===== src/rtl/notation_arbiter.sv =====
// Round-robin arbiter sharing one binary -> base-N notation converter between NUM_REQ requesters.
// Sequences converter reset/operand, routes its digits back, and aborts conversions that never finish.
module notation_arbiter #(
  parameter int NUM_REQ    = 3,
  parameter int BIT_DEPTH  = 8,
  parameter int NUM_DIGITS = 3,
  parameter int TIMEOUT    = 64
) (
  input  logic                            clk,
  input  logic                            reset,
  input  logic [NUM_REQ-1:0]              req_valid,
  input  logic [NUM_REQ*BIT_DEPTH-1:0]    req_number,
  output logic [NUM_REQ-1:0]              req_ready,
  output logic [NUM_REQ-1:0]              rsp_valid,
  output logic [NUM_DIGITS*BIT_DEPTH-1:0] rsp_digits,
  output logic                            rsp_timeout,
  output logic                            busy,
  output logic [$clog2(NUM_REQ)-1:0]      grant_id,
  output logic                            conv_reset,
  output logic [BIT_DEPTH-1:0]            conv_number,
  input  logic [NUM_DIGITS*BIT_DEPTH-1:0] conv_digits,
  input  logic                            conv_done
);

  localparam int GW = $clog2(NUM_REQ);
  localparam int CW = $clog2(TIMEOUT);
  localparam logic [NUM_REQ-1:0] ONE_HOT0 = NUM_REQ'(1);

  typedef enum logic [1:0] {IDLE, START, WAIT, RESP} state_t;

  state_t                 state;
  logic [GW-1:0]          last_grant;
  logic [GW-1:0]          winner;
  logic [GW-1:0]          cand;
  logic                   found;
  logic [CW-1:0]          wait_cnt;
  logic [BIT_DEPTH-1:0]   req_num_arr [NUM_REQ];

  for (genvar i = 0; i < NUM_REQ; i++) begin : g_slice
    assign req_num_arr[i] = req_number[i*BIT_DEPTH +: BIT_DEPTH];
  end

  // Search starts one past the last grant so every requester gets a turn.
  always_comb begin
    // NOTE: every variable gets a default before any conditional write, so no latch is inferred.
    winner = last_grant;
    cand   = last_grant;
    found  = 1'b0;
    for (int k = 1; k <= NUM_REQ; k++) begin
      cand = GW'((int'(last_grant) + k) % NUM_REQ);
      if (!found && req_valid[cand]) begin
        found  = 1'b1;
        winner = cand;
      end
    end
  end

  always_comb begin
    req_ready = '0;
    if (state == IDLE && found) req_ready[winner] = 1'b1;
  end

  // NOTE: sequential state uses non-blocking assignments so all registers update from pre-edge values.
  always_ff @(posedge clk or posedge reset) begin
    if (reset) begin
      state       <= IDLE;
      conv_reset  <= 1'b1;
      conv_number <= '0;
      rsp_valid   <= '0;
      rsp_digits  <= '0;
      rsp_timeout <= 1'b0;
      busy        <= 1'b0;
      grant_id    <= GW'(NUM_REQ - 1);
      last_grant  <= GW'(NUM_REQ - 1);
      wait_cnt    <= '0;
    end else begin
      rsp_valid <= '0;
      case (state)
        IDLE: begin
          if (found) begin
            conv_number <= req_num_arr[winner];
            grant_id    <= winner;
            last_grant  <= winner;
            busy        <= 1'b1;
            state       <= START;
          end
        end
        // Converter stays in reset one cycle with the new operand already stable.
        START: begin
          wait_cnt   <= '0;
          conv_reset <= 1'b0;
          state      <= WAIT;
        end
        WAIT: begin
          wait_cnt <= wait_cnt + 1'b1;
          if (conv_done) begin
            rsp_digits  <= conv_digits;
            rsp_timeout <= 1'b0;
            rsp_valid   <= ONE_HOT0 << grant_id;
            conv_reset  <= 1'b1;
            state       <= RESP;
          end else if (wait_cnt == CW'(TIMEOUT - 1)) begin
            rsp_digits  <= '0;
            rsp_timeout <= 1'b1;
            rsp_valid   <= ONE_HOT0 << grant_id;
            conv_reset  <= 1'b1;
            state       <= RESP;
          end
        end
        RESP: begin
          busy  <= 1'b0;
          state <= IDLE;
        end
        default: state <= IDLE;
      endcase
    end
  end

endmodule


===== config.mk =====
export PLATFORM = sky130hd
export DESIGN_NAME = notation_arbiter
export DESIGN_NICKNAME = d
export VERILOG_FILES = /design/src/rtl/notation_arbiter.sv
export SDC_FILE = /design/constraint.sdc
export NUM_CORES = 1
export LEC_CHECK = 0
export BUFFER_PORTS_ARGS = -buffer_cell sky130_fd_sc_hd__buf_4
export CORE_MARGIN = 2
export CORE_UTILIZATION = 53
export CTS_CLUSTER_DIAMETER = 120
export CTS_CLUSTER_SIZE = 12
export DETAILED_ROUTE_END_ITERATION = 10
export PLACE_DENSITY = 0.93
export SYNTH_ARGS = -nofsm -noshare
export SYNTH_HDL_FRONTEND = slang
export SYNTH_SLANG_ARGS = --single-unit

===== constraint.sdc =====
create_clock -name clk -period 6.4 [get_ports clk]
set_clock_uncertainty 0.05 [all_clocks]
set_input_delay 1.28 -clock clk [delete_from_list [all_inputs] [get_ports clk]]
set_output_delay 1.28 -clock clk [all_outputs]
set_load 0.02 [all_outputs]

==> impl_metrics.yaml, run 1 <==
grt:
  grt_pass1_wl_um: 9660
  grt_overflow_total: 0
  grt_start_max_net_pins: 49
  met2_usage_pct: 40.61
  gr-usage-met3_pct: 5.801
  antenna_found_initial: 0
  grt_pass1_vias: 2064
  met1_usage_pct: 29.20
  track_usage_pct: 23.94
  top_usage_layer: "met2"
clocking:
  clockRootBuffer: "clkbuf_8"
  cts.hold.buffers_added: 0
  clock_latency_ns: 0.30
  htree_levels: 2
  clkTransAtPathRegs_ns: 0.09
  clkSinkCount: 48
  numCtsBuffers: 5
  cts-resized-gates: 0
  cts_tree: "done"
  clk_path_buf_depth: 2
  post_cts_buffers: 0
placed_design:
  placedInstanceArea_um2: 3227
  place_ws_ns: 2.023
  hpwl_um: 4811
  io_buffers: 96
  gp_congestion: 0.8599
critical_path:
  worst_ep_required_time_ns: 5.07
  crit_path_end_kind: "output port"
  critPathKind: "flop to output port"
  crit_arrival_ns: 3.27
  startpoint_type: "flop"
  cp_max_fo: 20
logic_synthesis:
  synth_cell_types: 47
  synthCells: 251
  yosys_warnings: 0
  yosysSeqAreaShare_pct: 47.81
  synth.cell_area_um2: 2517
  syn_nets: 315
  synth-seq-cells: 48
  syn-mean-instance-area_um2: 10.03
sta:
  fin_ws_ns: 1.799
  fin_setup_tns_ns: 0
  holdWs_ns: 0.4437
  finalMaxSlewViolations: 0
  min_period_ns: 4.601
  fmax_mhz: 217.3
  relSlewSlack_pct: 27.17
  fin_crit_sh_pct: 71.90
  rsz0062_at_grt: "false"
  finalSetupViolations: 0
  worst_pin_slew_ns: 1.093
  hold_viol_final: 0
floorplanning:
  rows: 25
  core-area_um2: 4661
  die-width_um: 72.92
  die-area_um2: 5317
  start_util_pct: 54.01
  ios: 97
  die_h_um: 72.92
power:
  irDropWorstVdd_mv: 0.2812
  p_leak_nw: 1.627
  power_density_nw_per_um2: 555.0
min_path:
  hold_path.class: "flop to flop"
layout:
  diodes: 0
  area_growth_pct: 32.75
  nets: 402
  drive_gt1_share_pct: 33.63
  utilization_pct: 71.70
  design_area_um2: 3342
drt:
  wl_per_cell_um: 16.48
  vias: 2317
  drc: 0
  postRouteAntennaNets: 0
  firstDrtPassIters: 4
  avgViaCountPerCell: 5.896
  drt-initial-drc-count: 179
  wl_um: 6476
flow_run:
  maxCapViolations: 0
outcome:
  status: "completed"
## cell families (layout without fill, tap and decap cells)
group / Yosys count / in the layout / share of synthesized area [%]
multiplexers: 3 / 3 / 1.392
AND/OR/NAND/NOR: 76 / 76 / 14.12
flip-flops: 48 / 48 / 47.81
AO/OA/AOI/OAI: 82 / 82 / 25.99
XOR/XNOR: 1 / 1 / 0.3480
buffers and inverters: 31 / 119 / 5.368
adder cells (fa/ha/maj): 10 / 10 / 4.970
## flip-flops by register name (all words and copies together) (netlist names)
| register | count |
|---|---|
| conv_reset | 1 |
| rsp_valid | 3 |
| last_grant | 2 |
| state | 2 |
| wait_cnt | 6 |
| rsp_digits | 24 |
| conv_number | 8 |
| rsp_timeout | 1 |
| busy | 1 |
## cell type report
type	instances	area, µm²
clock inverter	3	46.29
multi-input combinational	172	1179
tap	54	67.56
timing repair buffer	96	720.7
fill	318	1319
clock buffer	5	68.82
sequential	48	1204
inverter	15	56.30
## per-layer routing
metal,routed length [µm],part of all wire [%],up-vias
met5,0,0,-
met4,155,2.4,0
met3,375,5.8,19
met2,3346,52,96
met1,2598,40,1124
li1,-,-,1078
## Yosys cell counts (all sizes together)
master   instances  share of area (%)
a211oi           1               0.30
a21o             2               0.60
a21oi            5               0.99
a221oi           2                1.4
a22o            24                8.3
a22oi            2               0.60
a311oi           8                2.8
a31oi            2                1.1
and2             2               0.50
and2b            1               0.30
and3             3               0.75
and4b            1               0.40
buf             10                2.2
clkbuf           6               0.89
dfrtp           46                 46
dfstp            2                2.1
ha              10                5.0
inv             15                2.2
mux2             1               0.60
mux2i            2               0.80
nand2           36                5.4
nand2b           5                1.3
nand3            4               0.80
nand3b           1               0.30
nand4            2               0.50
nor2            15                2.2
nor2b            2               0.50
nor3b            1               0.30
nor4b            1               0.35
o211ai           1               0.30
o21ai           22                4.4
o221a            1               0.45
o221ai           1               0.60
o22a             1               0.35
o2bb2ai          2                1.4
o31ai            8                2.4
or3              2               0.50
xor2             1               0.35
## worst paths after layout
check | startpoint | endpoint | slack, ns | depth (start not counted)
max | last_grant[1] | req_ready[1] | 1.80 | 8
min | conv_reset | conv_reset | 0.44 | 2
max reg2reg | last_grant[1] | conv_number[2] | 3.39 | 7
min reg2reg | conv_reset | conv_reset | 0.44 | 2
max in group asynchronous | reset | conv_number[2] | 4.55 | 2
min in group asynchronous | reset | rsp_digits[0] | 1.15 | 2
## layout by cell type (no fill, tap or decap), types with 3 or more instances in the layout
master and n:
buf_4 96, dfrtp_1 46, nand2_1 36, a22o_1 24, o21ai_0 21, nor2_1 15
inv_1 13, ha_1 10, a311oi_1 8, o31ai_1 8, a21oi_1 5, clkbuf_8 5
nand2b_1 4, nand3_1 4, and3_1 3
## where the power goes
part / total, mW / switching (mW) / internal, mW
Combinational: 1.11 / 0.653 / 0.457
Sequential: 0.522 / 0.0843 / 0.438
Clock: 0.222 / 0.104 / 0.118
Total: 1.85 / 0.842 / 1.01
## through the flow
step	instances	total power, mW
after floorplan	251	1.287
after global placement	385	1.583
after detailed placement	385	1.626
after CTS	393	1.853
after global routing	393	1.974
final	393	1.855
## worst max-delay path, stage by stage (launching register included)
cell and delay [ns]:
dfstp_2 0.60, inv_1 0.09, ha_1 0.41, inv_2 0.16, nand3_1 0.32, and4b_1 0.39
nand2b_1 0.46, a211oi_1 0.34, buf_4 0.20
No activity file was read; power rests on OpenSTA's default activity.
==> run 2, diff against run 1 <==
--- a/config.mk
+++ b/config.mk
@@ -7,11 +7,11 @@
 export LEC_CHECK = 0
 export BUFFER_PORTS_ARGS = -buffer_cell sky130_fd_sc_hd__buf_4
 export CORE_MARGIN = 2
-export CORE_UTILIZATION = 53
+export CORE_UTILIZATION = 44
 export CTS_CLUSTER_DIAMETER = 120
 export CTS_CLUSTER_SIZE = 12
 export DETAILED_ROUTE_END_ITERATION = 10
-export PLACE_DENSITY = 0.93
+export PLACE_DENSITY = 0.83
 export SYNTH_ARGS = -nofsm -noshare
 export SYNTH_HDL_FRONTEND = slang
 export SYNTH_SLANG_ARGS = --single-unit
==> constraint.sdc (replaced) <==
create_clock -name clk -period 3.7 [get_ports clk]
set_clock_uncertainty 0.05 [all_clocks]
set_input_delay 0.74 -clock clk [delete_from_list [all_inputs] [get_ports clk]]
set_output_delay 0.74 -clock clk [all_outputs]
set_load 0.02 [all_outputs]
==> run 2 against run 1 <==
  * Total power up 71%
  * Critical path depth decreased by 1
  * Register-to-register slack lost 2.3 ns
  * Sequential share of layout area fell by 0.37 points
  * Global-route usage shrank 4.5 points
  * First-iteration DRC count shrank 46%
  * Die area up 19%
  * Routed wire length down 3.4%
  * Cell count is 5.3% higher
  * Utilization shrank 10 points
  * Non-clock buffer count up 3
  * Critical endpoint unchanged
  * Largest cell class unchanged
==> impl_metrics.yaml, run 2 (synthesized netlist as in run 1, its figures left out) <==
grt:
  grt_overflow_total: 0
  track_usage_pct: 19.43
  antenna_found_initial: 0
  grt_pass1_vias: 2052
  grt_start_max_net_pins: 49
  grt_pass1_wl_um: 9804
sta:
  worst_pin_slew_ns: 0.9720
  finalSetupViolations: 0
  holdWs_ns: 0.4374
  fin_setup_tns_ns: 0
  fmax_mhz: 288.1
  min_period_ns: 3.471
  rsz0062_at_grt: "false"
  finalMaxSlewViolations: 0
  relSlewSlack_pct: 35.11
  hold_viol_final: 0
  fin_crit_sh_pct: 93.81
floorplanning:
  die-width_um: 79.64
  ios: 97
  die-area_um2: 6343
  die_h_um: 79.64
  rows: 27
  core-area_um2: 5507
  start_util_pct: 45.72
clocking:
  clk_path_buf_depth: 2
  htree_levels: 2
  clkTransAtPathRegs_ns: 0.09
  clkSinkCount: 48
  clock_latency_ns: 0.30
  cts.hold.buffers_added: 0
  clockRootBuffer: "clkbuf_8"
  cts_tree: "done"
  numCtsBuffers: 5
drt:
  wl_per_cell_um: 15.11
  wl_um: 6255
  drt-initial-drc-count: 97
  avgViaCountPerCell: 5.466
  drc: 0
  firstDrtPassIters: 5
  postRouteAntennaNets: 0
  vias: 2263
placed_design:
  gp_congestion: 0.8949
  io_buffers: 96
  dp.cells: 405
  placedInstanceArea_um2: 3264
  hpwl_um: 4642
critical_path:
  critPathKind: "flop to output port"
  r2r_start: "last_grant[1]"
  crit_chain: "inv_1 > ha_1 > mux2_4 > a221oi_4 > nand2b_2 > a211oi_1 > buf_4"
  crit_path_end_kind: "output port"
  critPathTopFamily: "compound AO/OA/AOI/OAI gates"
  slowest_delay_ns: 0.60
  crit_buf_inv: 2
  startpoint_type: "flop"
  worst_ep_required_time_ns: 2.91
  cp_max_fo: 9
  crit_arrival_ns: 2.68
  crit_slowest_cell: "dfstp_2"
  worstSetupStartpoint: "last_grant[1]"
min_path:
  hold_path.class: "flop to flop"
  holdCritStartpoint: "conv_number[1]"
outcome:
  status: "completed"
flow_run:
  maxCapViolations: 0
layout:
  largest_reg_flops: 24
  largest_register: "rsp_digits"
  stdcell_count: 414
  utilization_pct: 61.33
  diodes: 0
  drive_gt1_share_pct: 35.09
  fillers: 468
  design_area_um2: 3377
  area_growth_pct: 34.15
  final_cell_mix: "buf_4 (99), dfrtp_1 (46), nand2_1 (36)"
  seq_area_um2: 1204
  final_common_cell: "buf_4"
  nets: 405
  multiInputGateArea_um2: 1186
  reg.largest.list: "rsp_digits: 24 flops, conv_number: 8 flops, wait_cnt: 6 flops"
power:
  p_leak_nw: 1.629
  irDropWorstVdd_mv: 0.4483
  power_density_nw_per_um2: 936.6
-- run 2: where the power goes --
part           internal, mW  switching (mW)  total, mW
combinational         0.827            1.11       1.94
clock                 0.151           0.176      0.327
sequential            0.757           0.139      0.897
-- run 2: metrics by stage --
step | worst slack [ns] | total power [mW]
finish | 0.2291 | 3.163
detailed placement | 0.3719 | 2.808
CTS | 0.03724 | 3.140
global placement | 0.4614 | 2.760
floorplan | 0.3431 | 2.226
global route | 0.09566 | 3.401
-- run 2: routing by layer --
layer  vias to the layer above  wire length (µm)  global-route usage, %
met4                         0                99                  5.517
met2                        84              3129                  31.60
met3                        10               349                  4.186
li1                       1083                 -                      -
met5                         -                 0                      0
met1                      1086              2677                  26.15
-- run 2: path summary, 6_finish.rpt --
path	slack (ns)	end	cells after the start
worst max register to register	1.12	conv_number[7]	9
worst min-delay path	0.44	conv_number[1]	2
max in group asynchronous	2.39	rsp_digits[13]	2
worst max-delay path	0.23	req_ready[1]	7
min in group asynchronous	0.62	rsp_digits[0]	2
worst min register to register	0.44	conv_number[1]	2
-- run 2: final cells by class --
cell class	instances	area share, %
clock buffer	6	2.445
clock inverter	2	0.4446
inverter	15	1.667
multi-input combinational	172	35.12
sequential	48	35.64
tap	72	2.668
timing repair buffer	99	22.01
-- run 2: repair_timing --
item | CTS | global route
setup endpoints to repair | 0 | 3
resized for setup | 0 | 4
buffers inserted | 0 | 1
-- run 2: worst reg2reg max path, delay by kind of cell (launching register included) --
kind,cells,cell delay [ns]
mux,1,0.36
flops,1,0.60
simple gates,1,0.05
compound gates,4,0.82
buf+inv,2,0.31
fa+ha+maj,1,0.29
==> run 3, diff against run 2 <==
--- a/config.mk
+++ b/config.mk
@@ -12,6 +12,7 @@
 export CTS_CLUSTER_SIZE = 12
 export DETAILED_ROUTE_END_ITERATION = 10
 export PLACE_DENSITY = 0.83
+export REMOVE_ABC_BUFFERS = 1
 export SYNTH_ARGS = -nofsm -noshare
 export SYNTH_HDL_FRONTEND = slang
 export SYNTH_SLANG_ARGS = --single-unit
==> run 3 against run 2 <==
  * Cell count rose by 0.24%
  * Sequential cell count stayed put
  * Non-clock buffer count is 2 higher
  * Routed wire length grew 1.2%
  * Global-route usage grew 0.40 points
  * Maximum frequency decreased by 1.2%
  * Sequential power fell by 0.8%
  * Final area decreased by 0.19%
  * Sequential share of layout area rose by 0.066 points
  * Via count rose by 1.9%
  * Largest cell class unchanged
==> impl_metrics.yaml, run 3 (synthesized netlist as in run 1, its figures left out) <==
critical_path:
  crit_path_end_kind: "output port"
  startpoint_type: "flop"
  crit_buf_inv: 2
  worst_ep_required_time_ns: 2.91
  slowest_delay_ns: 0.43
  critPathTopFamily: "compound AO/OA/AOI/OAI gates"
  critPathKind: "flop to output port"
  crit_chain: "inv_1 > ha_1 > mux2i_1 > o2bb2ai_4 > and4b_1 > nand2b_1 > a211oi_1 > buf_4"
  crit_slowest_cell: "dfrtp_1"
  crit_arrival_ns: 2.72
  cp_max_fo: 9
power:
  finalPower_mw: 3.163
  power_density_nw_per_um2: 938.3
  irDropWorstVdd_mv: 0.3583
  p_leak_nw: 1.633
floorplanning:
  die_h_um: 79.64
  core-area_um2: 5507
  die-width_um: 79.64
  start_util_pct: 45.72
  die-area_um2: 6343
  ios: 97
  rows: 27
layout:
  area_growth_pct: 33.90
  design_area_um2: 3371
  largest_register: "rsp_digits"
  final_common_cell: "buf_4"
  reg.largest.list: "rsp_digits: 24 flops, conv_number: 8 flops, wait_cnt: 6 flops"
  drive_gt1_share_pct: 34.69
  final_cell_mix: "buf_4 (101), dfrtp_1 (46), nand2_1 (36)"
  diodes: 0
  stdcell_count: 415
  largest_reg_flops: 24
  nets: 407
clocking:
  htree_levels: 2
  clk_path_buf_depth: 2
  cts.hold.buffers_added: 0
  numCtsBuffers: 5
  clkSinkCount: 48
  cts_tree: "done"
  clockRootBuffer: "clkbuf_8"
  clkTransAtPathRegs_ns: 0.08
  clock_latency_ns: 0.30
sta:
  hold_viol_final: 0
  fin_crit_sh_pct: 94.99
  finalMaxSlewViolations: 0
  rsz0062_at_grt: "false"
  fin_ws_ns: 0.1854
  min_period_ns: 3.515
  worst_pin_slew_ns: 1.126
  fmax_mhz: 284.5
  relSlewSlack_pct: 24.91
  finalSetupViolations: 0
  fin_setup_tns_ns: 0
drt:
  postRouteAntennaNets: 0
  wl_um: 6327
  avgViaCountPerCell: 5.554
  firstDrtPassIters: 4
  wl_per_cell_um: 15.25
  vias: 2305
  drt-initial-drc-count: 112
  drc: 0
placed_design:
  io_buffers: 96
  gp_congestion: 0.9767
  hpwl_um: 4758
  place_ws_ns: 0.4572
  dp.cells: 406
  placedInstanceArea_um2: 3272
grt:
  antenna_found_initial: 0
  grt_pass1_vias: 2075
  grt_start_max_net_pins: 49
  track_usage_pct: 19.84
  grt_overflow_total: 0
  grt_pass1_wl_um: 9825
outcome:
  status: "completed"
flow_run:
  maxCapViolations: 0
min_path:
  hold_path.class: "flop to flop"
==> run 3: area by class of cell <==
class                   count  area, µm²
multi-input cells         172       1181
fillers                   454       2136
clock inverters             2      12.51
well taps                  72      90.09
repair buffers            101      758.2
flip-flops and latches     48       1204
inverters                  15      56.30
clock buffers               5      68.82
==> run 3: what timing repair did <==
action | 4_1_cts | 5_1_grt
endpoints found under the setup margin | 0 | 1
setup buffers | 0 | 2
resized for setup | 0 | 2
endpoints found under the hold margin | 0 | 0
==> run 3: layer usage <==
| layer | vias up | part of all wire (%) | GRT usage, % |
|---|---|---|---|
| li1 | 1091 | - | - |
| met1 | 1099 | 39 | 24.64 |
| met2 | 107 | 49 | 33.45 |
| met3 | 8 | 11 | 5.995 |
| met4 | 0 | 1.1 | 5.345 |
| met5 | - | 0 | 0 |
==> run 3: worst paths after layout <==
path	startpoint	endpoint	slack (ns)	depth (start not counted)
worst min-delay path	conv_number[3]	conv_number[3]	0.44	2
worst min register to register	conv_number[3]	conv_number[3]	0.44	2
worst max-delay path	last_grant[0]	req_ready[1]	0.19	8
worst max register to register	last_grant[0]	conv_number[7]	1.07	9
min in group asynchronous	reset	rsp_valid[0]	0.62	2
max in group asynchronous	reset	last_grant[0]	2.39	2
==> run 3: power by group <==
part           switching (mW)  total (mW)  internal [mW]
logic                    1.13        1.98          0.849
clock network           0.168       0.296          0.128
registers               0.133       0.890          0.757
total                    1.43        3.16           1.73
==> run 3: stage by stage <==
stage	hold slack (ns)	util, %
after floorplan	0.4279	-
after global placement	0.4136	59.42
after detailed placement	0.4169	59.42
after CTS	0.4387	60.90
after global routing	0.4584	61.21
final	0.4368	61.21
==> run 3: worst min-delay path: stages (launching register included) <==
cell and delay, ns:
dfrtp_1 0.35, nand2_1 0.05, o31ai_1 0.05
